**src/rtl/ram_arbiter_if.sv**
```systemverilog
// Two-port request/ack bus for ram_arbiter, plus read data, busy flag and the
// flattened storage view used for LED display.
interface ram_arbiter_if #(
  parameter int DW = 4,
  parameter int AW = 2
);
  logic                   req0;
  logic                   we0;
  logic [AW-1:0]          addr0;
  logic [DW-1:0]          wdata0;
  logic                   req1;
  logic                   we1;
  logic [AW-1:0]          addr1;
  logic [DW-1:0]          wdata1;
  logic                   ack0;
  logic                   ack1;
  logic [DW-1:0]          rdata;
  logic                   busy;
  logic [DW*(2**AW)-1:0]  mem_view;

  modport master (
    output req0, we0, addr0, wdata0,
    output req1, we1, addr1, wdata1,
    input  ack0, ack1, rdata, busy, mem_view
  );

  modport slave (
    input  req0, we0, addr0, wdata0,
    input  req1, we1, addr1, wdata1,
    output ack0, ack1, rdata, busy, mem_view
  );
endinterface

```
**src/rtl/ram_arbiter.sv**
```systemverilog
// Round-robin two-port arbiter in front of a small register-file RAM.
// One access every two cycles: IDLE latches the winner, ACCESS performs it.
module ram_arbiter #(
  parameter int DW = 4,
  parameter int AW = 2
) (
  input logic         clk,
  input logic         rst,
  ram_arbiter_if.slave bus
);
  localparam int unsigned Depth = 2**AW;

  typedef enum logic {IDLE, ACCESS} state_t;

  state_t        state;
  state_t        stateNext;

  logic [DW-1:0] mem [Depth];
  logic          ack0Q;
  logic          ack1Q;
  logic [DW-1:0] rdataQ;
  logic          last;

  logic          winner;
  logic          opWe;
  logic [AW-1:0] opAddr;
  logic [DW-1:0] opWdata;

  logic          elig0;
  logic          elig1;
  logic          grant;
  logic          grantPort;

  always_comb begin
    stateNext = state;
    grant     = 1'b0;
    grantPort = 1'b0;
    // A port whose ack is showing this cycle is not re-granted yet.
    elig0     = bus.req0 & ~ack0Q;
    elig1     = bus.req1 & ~ack1Q;
    case (state)
      IDLE: begin
        if (elig0 | elig1) begin
          grant     = 1'b1;
          grantPort = (elig0 & elig1) ? ~last : elig1;
          stateNext = ACCESS;
        end
      end
      ACCESS:  stateNext = IDLE;
      default: stateNext = IDLE;
    endcase
  end

  always_ff @(posedge clk) begin
    if (rst) state <= IDLE;
    else     state <= stateNext;
  end

  always_ff @(posedge clk) begin
    if (rst) begin
      ack0Q   <= 1'b0;
      ack1Q   <= 1'b0;
      rdataQ  <= '0;
      last    <= 1'b1;
      winner  <= 1'b0;
      opWe    <= 1'b0;
      opAddr  <= '0;
      opWdata <= '0;
      for (int unsigned i = 0; i < Depth; i++) mem[i] <= '0;
    end else begin
      ack0Q <= 1'b0;
      ack1Q <= 1'b0;
      if (grant) begin
        winner  <= grantPort;
        opWe    <= grantPort ? bus.we1    : bus.we0;
        opAddr  <= grantPort ? bus.addr1  : bus.addr0;
        opWdata <= grantPort ? bus.wdata1 : bus.wdata0;
      end
      if (state == ACCESS) begin
        if (opWe) mem[opAddr] <= opWdata;
        else      rdataQ      <= mem[opAddr];
        ack0Q <= ~winner;
        ack1Q <= winner;
        last  <= winner;
      end
    end
  end

  assign bus.ack0  = ack0Q;
  assign bus.ack1  = ack1Q;
  assign bus.rdata = rdataQ;
  assign bus.busy  = (state == ACCESS);

  for (genvar g = 0; g < Depth; g++) begin : gView
    assign bus.mem_view[g*DW +: DW] = mem[g];
  end
endmodule

```
**src/flat_wrapper.sv**
```systemverilog
// flat-port wrapper written by rule: the top's interface ports become plain ports
module ram_arbiter_flat 
#(
  parameter int DW = 4,
  parameter int AW = 2
)
  (clk, rst, bus_req0, bus_we0, bus_addr0, bus_wdata0, bus_req1, bus_we1, bus_addr1, bus_wdata1, bus_ack0, bus_ack1, bus_rdata, bus_busy, bus_mem_view);
  ram_arbiter_if #(.DW(DW), .AW(AW)) bus_i ();
  input logic clk;
  input logic rst;
  input wire logic [$bits(bus_i.req0)-1:0] bus_req0;
  input wire logic [$bits(bus_i.we0)-1:0] bus_we0;
  input wire logic [$bits(bus_i.addr0)-1:0] bus_addr0;
  input wire logic [$bits(bus_i.wdata0)-1:0] bus_wdata0;
  input wire logic [$bits(bus_i.req1)-1:0] bus_req1;
  input wire logic [$bits(bus_i.we1)-1:0] bus_we1;
  input wire logic [$bits(bus_i.addr1)-1:0] bus_addr1;
  input wire logic [$bits(bus_i.wdata1)-1:0] bus_wdata1;
  output wire logic [$bits(bus_i.ack0)-1:0] bus_ack0;
  output wire logic [$bits(bus_i.ack1)-1:0] bus_ack1;
  output wire logic [$bits(bus_i.rdata)-1:0] bus_rdata;
  output wire logic [$bits(bus_i.busy)-1:0] bus_busy;
  output wire logic [$bits(bus_i.mem_view)-1:0] bus_mem_view;
  assign bus_i.req0 = bus_req0;
  assign bus_i.we0 = bus_we0;
  assign bus_i.addr0 = bus_addr0;
  assign bus_i.wdata0 = bus_wdata0;
  assign bus_i.req1 = bus_req1;
  assign bus_i.we1 = bus_we1;
  assign bus_i.addr1 = bus_addr1;
  assign bus_i.wdata1 = bus_wdata1;
  assign bus_ack0 = bus_i.ack0;
  assign bus_ack1 = bus_i.ack1;
  assign bus_rdata = bus_i.rdata;
  assign bus_busy = bus_i.busy;
  assign bus_mem_view = bus_i.mem_view;
  ram_arbiter #(.DW(DW), .AW(AW)) u_core (.clk(clk), .rst(rst), .bus(bus_i));
endmodule
```
**config.mk**
```make
export PLATFORM = sky130hd
export DESIGN_NAME = ram_arbiter_flat
export DESIGN_NICKNAME = d
export VERILOG_FILES = /design/src/rtl/ram_arbiter_if.sv /design/src/rtl/ram_arbiter.sv /design/src/flat_wrapper.sv
export SDC_FILE = /design/constraint.sdc
export NUM_CORES = 1
export LEC_CHECK = 0
export ABC_CLOCK_PERIOD_IN_PS = 2800
export CORE_ASPECT_RATIO = 1.25
export CORE_UTILIZATION = 35
export CTS_BUF_LIST = sky130_fd_sc_hd__clkbuf_16
export CTS_CLUSTER_SIZE = 16
export DETAILED_ROUTE_END_ITERATION = 8
export HOLD_SLACK_MARGIN = 0.12
export PLACE_DENSITY_LB_ADDON = 0.05
export SLEW_MARGIN = 30
export SYNTH_ARGS = -nofsm -noshare
export SYNTH_HDL_FRONTEND = slang
export SYNTH_SLANG_ARGS = --single-unit
```
**constraint.sdc**
```tcl
create_clock -name clk -period 2.8 [get_ports clk]
set_clock_uncertainty 0.05 [all_clocks]
set_input_delay 0.28 -clock clk [delete_from_list [all_inputs] [get_ports clk]]
set_output_delay 0.28 -clock clk [all_outputs]
set_load 0.01 [all_outputs]
```
### Yosys cells after proc, flatten, opt, wreduce, memory -nomap -nowiden

Memories as Yosys holds them, arrays and structs flattened. A register that Yosys moved wholly into a read port is not among the register bits.
Cells that the tools add are included.

| storage, ports and cells | value |
|---|---|
| bits in registers | 12 |
| bits in writable memories | 16 |
| bits of input ports | 18 |
| output and inout port bits | 23 |
| word-level logic and storage cells | 40 |
| memories kept | 1 |

| operators by class | value |
|---|---|
| mux-type cells | 18 |
| bitwise operators | 10 |
| reductions and logical operators | 3 |

Memory list:

| memory | words | width | rd ports | clocked after Yosys merged registers in | wr ports | RTL line | source |
|---|---|---|---|---|---|---|---|
| u_core.mem | 4 | 4 | 5 | 1 | 4 | ram_arbiter.sv:18 | `logic [DW-1:0] mem [Depth];` |

Operators with widths:

| cell | count |
|---|---|
| 2-to-1 mux 1 bit | 13 |
| 2-to-1 mux 4 bit | 2 |
| inverter 1 bit | 6 |
| 2-to-1 mux 2 bit | 2 |
| OR reduction 4 bit | 1 |
| AND 1 bit | 3 |
| case mux 1 bit (2 select lines) | 1 |
| AND reduction 2 bit | 1 |
| OR reduction 2 bit | 1 |
| bitwise OR 1 bit | 1 |

### Depth between registers and ports, before layout

Gate-level depths: netlist (run 1).

| depth | value |
|---|---|
| word-level depth | 7 |
| depth in mapped cells | 5 |
| mapped depth without buffers | 4 |

### Least setup slack after synthesis (run 1)

OpenSTA, ideal clock, no wires.

| timing path | value |
|---|---|
| kind | reg-to-reg |
| start point | register u_core.state, in the netlist u_core.bus.busy |
| end point | memory u_core.mem[2][0] (enable) |
| setup time | 0.307 ns |
| arrival | 1.239 ns |
| required time | 2.443 ns |
| path slack | 1.204 ns |
| cell stages (with the launch flop) | 6 |
| path buffers | 1 |
| period minus slack after synthesis | 1.596 ns |
| path through | dfxtp_1 > buf_4 > nand2_1 > or2_4 > nor3b_2 > or2_1 |

RTL lines:

| item | RTL line | source |
|---|---|---|
| from (decl) | ram_arbiter.sv:15 | `state_t state;` |
| from (signal assigned) | ram_arbiter.sv:56 | `else state <= stateNext;` |
| to (decl) | ram_arbiter.sv:18 |  |

==> metrics.md, run 1 <==
| Metric | Value |
|---|---|
| Routability cong. | `0.810` |
| Worst Path Arrival | `1.78 ns` |
| Final WL | `2850 µm` |
| Post-synthesis cell area | `0.00143 mm²` |
| Non-filler cells, final | `208` |
| Number of setup buffers added after CTS | `0` |
| Post-CTS Hold Buffers | `0` |
| Final period utilization | `66.6%` |
| Dpl cells | `200` |
| Max-cap violations | `0` |
| Post-layout util | `52.2%` |
| Setup TNS | `0 ns` |
| Worst-path clk slew | `0.05 ns` |
| Ports | `41` |
| DRC viols | `0` |
| Synth async-reset ratio | `0%` |
| CP startpoint kind | `register` |
| Setup ws final | `0.935 ns` |
| Starting DRT DRC Count | `14` |
| Critical path fanouts, max | `10` |
| H-Tree Depth | `2` |
| Synthesized net count | `130` |
| Core ar. | `0.00385 mm²` |
| DP Worst Slack | `0.835 ns` |
| Largest net degree at the start of global routing | `22` |
| Port buffer count | `40` |
| Synth warnings | `0` |
| Area grow syn2layout | `40.4%` |
| Synth area leaders | `edfxtp_1, dfxtp_1, mux2i_1` |
| PwrDens | `602 mW/mm²` |
| Register area | `801 µm²` |
| Setup-failing EPs final | `0` |
| Final hold vios | `0` |
| Final Slew Violations | `0` |
| Rel. slew slack | `59.6%` |
| GR Overflow Total | `0` |
| DRT Pass-1 Iters | `3` |
| RSZ-0062 raised after global routing | `false` |
| Min Hold Slack | `0.418 ns` |
| Count of cell types in the netlist | `26` |
| Clock root buffer | `clkbuf_16` |
| R2R Setup Slk | `0.93 ns` |
| Tot GR Track Use | `14.9%` |
| Skew-Pair Late Insertion Delay | `0.27 ns` |
| Layout fillers | `365` |
| Cts repair resizes | `0` |
| Post-synth EDFFs | `16` |
| Post-synth top cells | `and2_1, dfxtp_1, edfxtp_1, nor2_1, mux2i_1` |
| Clock tree sinks | `32` |
| Die span in x | `59.2 µm` |
| Vias in the first global route | `985` |
| Post-synth top flop | `edfxtp_1` |
| Initial antenna violation count | `0` |
| Maximum buffer depth of the clock tree | `2` |
| Cell Rows | `25` |
| Chip height | `73.5 µm` |
| First-pass GRT wire length | `4570 µm` |
| Pwr Total | `1.21 mW` |
| CTS tree | `done` |
| Kind of critical path | `reg2reg` |
| Worst setup EP type | `register` |
| Area after DPL | `0.00187 mm²` |
| Avg Cell Area, Syn | `12.8 µm²` |
| Via count | `977` |
| Final #Nets | `171` |
| Worst hold-check path type | `reg2reg` |
| CP Data Required Time | `2.71 ns` |
| Inserted Clock Buffers | `5` |
| Worst-Margin Slew | `0.605 ns` |
| Multi-input gate area | `589 µm²` |
| Syn Inst Count | `112` |
| Ant diodes | `0` |
| FF+latch count, synth | `32` |
| Static Leak | `0.768 nW` |
| Ratio of cells with drive above 1 in the final layout | `14.3%` |
| F_max | `536 MHz` |
| ANT nets after route | `0` |
| Die area | `0.00435 mm²` |
| Final Instance Area | `0.00201 mm²` |
| Top cell type by total area after synthesis | `edfxtp_1` |
| Sequential share of the synthesized area | `56.0%` |
| Top cell type's share of synthesized area | `33.6%` |
| Vias per cell | `4.70` |
| Largest vdd supply drop | `0.000460 V` |
| Status | `finished clean` |
| Initial Utilization | `37.2%` |
| Tmin final | `1.87 ns` |
| Wirelength per Cell | `13.7 µm` |
-- kinds of logic after synthesis --
family / synth area share [%]
AND/OR/NAND/NOR: 20.0
flip-flops: 56.0
AO/OA/AOI/OAI: 7.17
buffers and inverters: 2.80
multiplexers: 14.0
-- path summary, 6_finish.rpt --
kind / cells past startpoint / start / endpoint
hold / removal: 1 / u_core.winner$_SDFFE_PP0P_ / u_core.bus.ack0$_SDFF_PP0_
setup / recovery: 4 / u_core.bus.busy$_SDFF_PP0_ / u_core.mem[2][3]$_SDFFCE_PN0P_
setup reg to reg: 4 / u_core.bus.busy$_SDFF_PP0_ / u_core.mem[2][3]$_SDFFCE_PN0P_
hold reg to reg: 1 / u_core.winner$_SDFFE_PP0P_ / u_core.bus.ack0$_SDFF_PP0_
-- final cells by class --
cell class	instances	area share [%]
clock buffers	5	6.23
clock inverters	3	0.685
inverters	1	0.187
multi-input cells	72	29.3
flip-flops and latches	32	39.9
well taps	54	3.36
repair buffers	41	20.3
-- power breakdown --
part / internal [mW] / switching [mW]
registers: 0.522 / 0.0341
logic: 0.0915 / 0.0596
clock network: 0.322 / 0.180
-- critical path, cell delays in order (launching register included) --
cell and delay [ns]:
dfxtp_1 0.51, nand2_1 0.13, or2_4 0.27, nor3b_2 0.32, or2_1 0.28
-- registers in the layout, summed over array words and instances, names as in the netlist --
register          cells
u_core.bus.ack0       1
u_core.bus.ack1       1
u_core.bus.busy       1
u_core.bus.rdata      4
u_core.last           1
u_core.mem           16
u_core.opAddr         2
u_core.opWdata        4
u_core.opWe           1
u_core.winner         1
-- cells in the final DEF (no fill, tap or decap), drive strengths merged, types with 2 or more instances in the layout --
cell type / synthesis / routed
clkbuf: 3 / 5
or2: 4 / 4
nor2b: 2 / 2
a21oi: 3 / 3
nor2: 12 / 12
nand2b: 3 / 3
nor3b: 4 / 4
mux4: 4 / 4
mux2i: 11 / 11
o21ai: 2 / 2
edfxtp: 16 / 16
clkinv: 0 / 3
dfxtp: 16 / 16
and2: 16 / 16
a211oi: 7 / 7
clkdlybuf4s50: 0 / 40
-- per-layer routing --
| layer | vias up | track usage (%) | part of all wire [%] |
|---|---|---|---|
| met1 | 457 | 14.2 | 36 |
| li1 | 481 | - | - |
| met2 | 33 | 28.5 | 57 |
| met5 | - | 0 | 0 |
| met3 | 6 | 4.75 | 5.3 |
| met4 | 0 | 6.08 | 1.5 |
(Power assumes the default switching activity.)
==> inputs of run 2 (changes only) <==
--- a/config.mk
+++ b/config.mk
@@ -5,7 +5,7 @@
 export SDC_FILE = /design/constraint.sdc
 export NUM_CORES = 1
 export LEC_CHECK = 0
-export ABC_CLOCK_PERIOD_IN_PS = 2800
+export ABC_CLOCK_PERIOD_IN_PS = 1620
 export CORE_ASPECT_RATIO = 1.25
 export CORE_UTILIZATION = 35
 export CTS_BUF_LIST = sky130_fd_sc_hd__clkbuf_16
==> constraint.sdc (replaced) <==
create_clock -name clk -period 1.62 [get_ports clk]
set_clock_uncertainty 0.05 [all_clocks]
set_input_delay 0.162 -clock clk [delete_from_list [all_inputs] [get_ports clk]]
set_output_delay 0.162 -clock clk [all_outputs]
set_load 0.01 [all_outputs]
==> run 2 against run 1 <==
  * Routed wire length shrank 0.53%
  * Worst setup slack got worse by 0.86 ns
  * Sequential power is 69% higher
==> metrics.md, run 2 (synthesis gave the netlist of run 1 again) <==
| Metric | Value |
|---|---|
| Status | `finished clean` |
| Wirelength per Cell | `13.0 µm (-5.1%)` |
| Biggest register | `u_core.mem` |
| Multi-input gate area | `589 µm² (unchanged)` |
| Vias in the first global route | `958 (-2.7%)` |
| Static Leak | `0.825 nW (+7.4%)` |
| Skew-Pair Late Insertion Delay | `0.27 ns (about the same)` |
| Worst Path Arrival | `1.34 ns (-0.44 ns)` |
| Port buffer count | `40 (unchanged)` |
| Final hold vios | `0 (unchanged)` |
| Most frequent cells in the layout | `clkdlybuf4s50_1, and2_1, dfxtp_1, edfxtp_1, nor2_1` |
| CP startpoint kind | `register` |
| Final WL | `2830 µm (-0.53%)` |
| ANT nets after route | `0 (unchanged)` |
| Via count | `969 (-0.82%)` |
| Worst setup EP type | `primary output` |
| Worst hold-check path type | `reg2reg` |
| PwrDens | `1020 mW/mm² (+69%)` |
| Most common cell after layout, fill and taps aside | `clkdlybuf4s50_1` |
| DRT Pass-1 Iters | `4 (+1)` |
| CP Data Required Time | `1.41 ns (-1.30 ns)` |
| Layout fillers | `359 (-1.6%)` |
| Max-cap violations | `0 (unchanged)` |
| Initial antenna violation count | `0 (unchanged)` |
| Clock tree sinks | `32 (unchanged)` |
| Tmin final | `1.55 ns` |
| GR Overflow Total | `0 (unchanged)` |
| F_max | `646 MHz` |
| Cts repair resizes | `0 (unchanged)` |
| CP Cell Sequence | `buf_4 > clkdlybuf4s50_1` |
| Cell Rows | `25 (unchanged)` |
| Kind of critical path | `reg2out` |
| Routability cong. | `0.777 (-4.0%)` |
| Tot GR Track Use | `15.6% (+0.76 points)` |
| Rel. slew slack | `77.7% (+18 points)` |
| Setup ws final | `0.0720 ns (-0.863 ns)` |
| CTS tree | `done` |
| Setup-failing EPs final | `0 (unchanged)` |
| HPWL after detailed placement | `2230 µm` |
| Number of setup buffers added after CTS | `0 (unchanged)` |
| Ant diodes | `0 (unchanged)` |
| Critical path fanouts, max | `7 (-3)` |
| Pwr Total | `2.13 mW (+77%)` |
| Final Slew Violations | `0 (unchanged)` |
| Maximum buffer depth of the clock tree | `2 (unchanged)` |
| Ports | `41 (unchanged)` |
| Slowest cell on the critical path | `clkdlybuf4s50_1` |
| Clock root buffer | `clkbuf_16` |
| Chip height | `73.5 µm (unchanged)` |
| Initial Utilization | `37.2% (unchanged)` |
| Post-CTS Hold Buffers | `0 (unchanged)` |
| RSZ-0062 raised after global routing | `false` |
| Largest net degree at the start of global routing | `22 (unchanged)` |
| Final period utilization | `95.6%` |
| Inserted Clock Buffers | `5 (unchanged)` |
| Core ar. | `0.00385 mm² (unchanged)` |
| Worst-path clk slew | `0.05 ns (about the same)` |
| Area grow syn2layout | `46.5%` |
| DRC viols | `0 (unchanged)` |
| DP Worst Slack | `-0.0146 ns (-0.850 ns)` |
| Ratio of cells with drive above 1 in the final layout | `19.5% (+5.2 points)` |
| Largest vdd supply drop | `0.000701 V (+53%)` |
| H-Tree Depth | `2 (unchanged)` |
| Register area | `801 µm² (unchanged)` |
| First-pass GRT wire length | `4730 µm (+3.5%)` |
| Worst-Margin Slew | `0.334 ns (-0.272 ns)` |
| Die span in x | `59.2 µm (unchanged)` |
| Die area | `0.00435 mm² (unchanged)` |
| Final #Nets | `181 (+5.8%)` |
| Max stage delay on crit path | `0.54 ns (+0.03 ns)` |
| Vias per cell | `4.44 (-5.4%)` |
| Max reg flops | `16 (unchanged)` |
| Starting DRT DRC Count | `15 (+1)` |
## run 2: metrics by stage
step | util [%] | std cells | area [µm²] | TNS (ns) | hold WS (ns)
final | 54.5 | 218 | 2100 | 0 | 0.425
after global routing | 54.5 | 218 | 2100 | 0 | 0.469
after CTS | 54.5 | 218 | 2100 | 0 | 0.432
after detailed placement | 50.9 | 210 | 1960 | -0.0805 | 0.426
after global placement | 50.9 | 210 | 1960 | 0 | 0.404
after floorplan | - | 112 | 1430 | 0 | 0.346
## run 2: final timing paths
path                               from                              to  slack, ns  cells past startpoint
max          u_core.bus.busy$_SDFF_PP0_                        bus_busy       0.07                      2
min          u_core.winner$_SDFFE_PP0P_      u_core.bus.ack0$_SDFF_PP0_       0.43                      1
max reg2reg    u_core.opWe$_SDFFE_PP0P_  u_core.mem[2][1]$_SDFFCE_PN0P_       0.16                      4
min reg2reg  u_core.winner$_SDFFE_PP0P_      u_core.bus.ack0$_SDFF_PP0_       0.43                      1
## run 2: critical path: cells and delay by family, from the launching register on
family,cells,cell delay [ns]
flip-flops,1,0.35
buffers and inverters,2,0.71
## run 2: metal layers
metal	up-vias	track usage, %	routed length, µm
met5	-	0	0
met4	0	9.52	71
met3	5	4.75	145
met2	32	28.7	1540
met1	433	14.9	1070
li1	499	-	-
## run 2: final cells by class
class	instances	share of cell area, %
clock buffers	5	5.97
flip-flops and latches	32	38.2
well taps	54	3.22
inverters	1	0.179
multi-input cells	72	28.1
clock inverters	3	0.657
repair buffers	51	23.6
## run 2: where the power goes
group	switching [mW]	internal (mW)	total, mW
logic	0.127	0.187	0.314
clock network	0.321	0.556	0.877
registers	0.0404	0.901	0.942
==> inputs of run 3 (changes only) <==
--- a/config.mk
+++ b/config.mk
@@ -11,7 +11,7 @@
 export CTS_BUF_LIST = sky130_fd_sc_hd__clkbuf_16
 export CTS_CLUSTER_SIZE = 16
 export DETAILED_ROUTE_END_ITERATION = 8
-export HOLD_SLACK_MARGIN = 0.12
+export HOLD_SLACK_MARGIN = 0.1
 export PLACE_DENSITY_LB_ADDON = 0.05
 export SLEW_MARGIN = 30
 export SYNTH_ARGS = -nofsm -noshare
==> results of run 3 <==
Same layout as run 2: the final DEF is identical, and so are final timing and power.
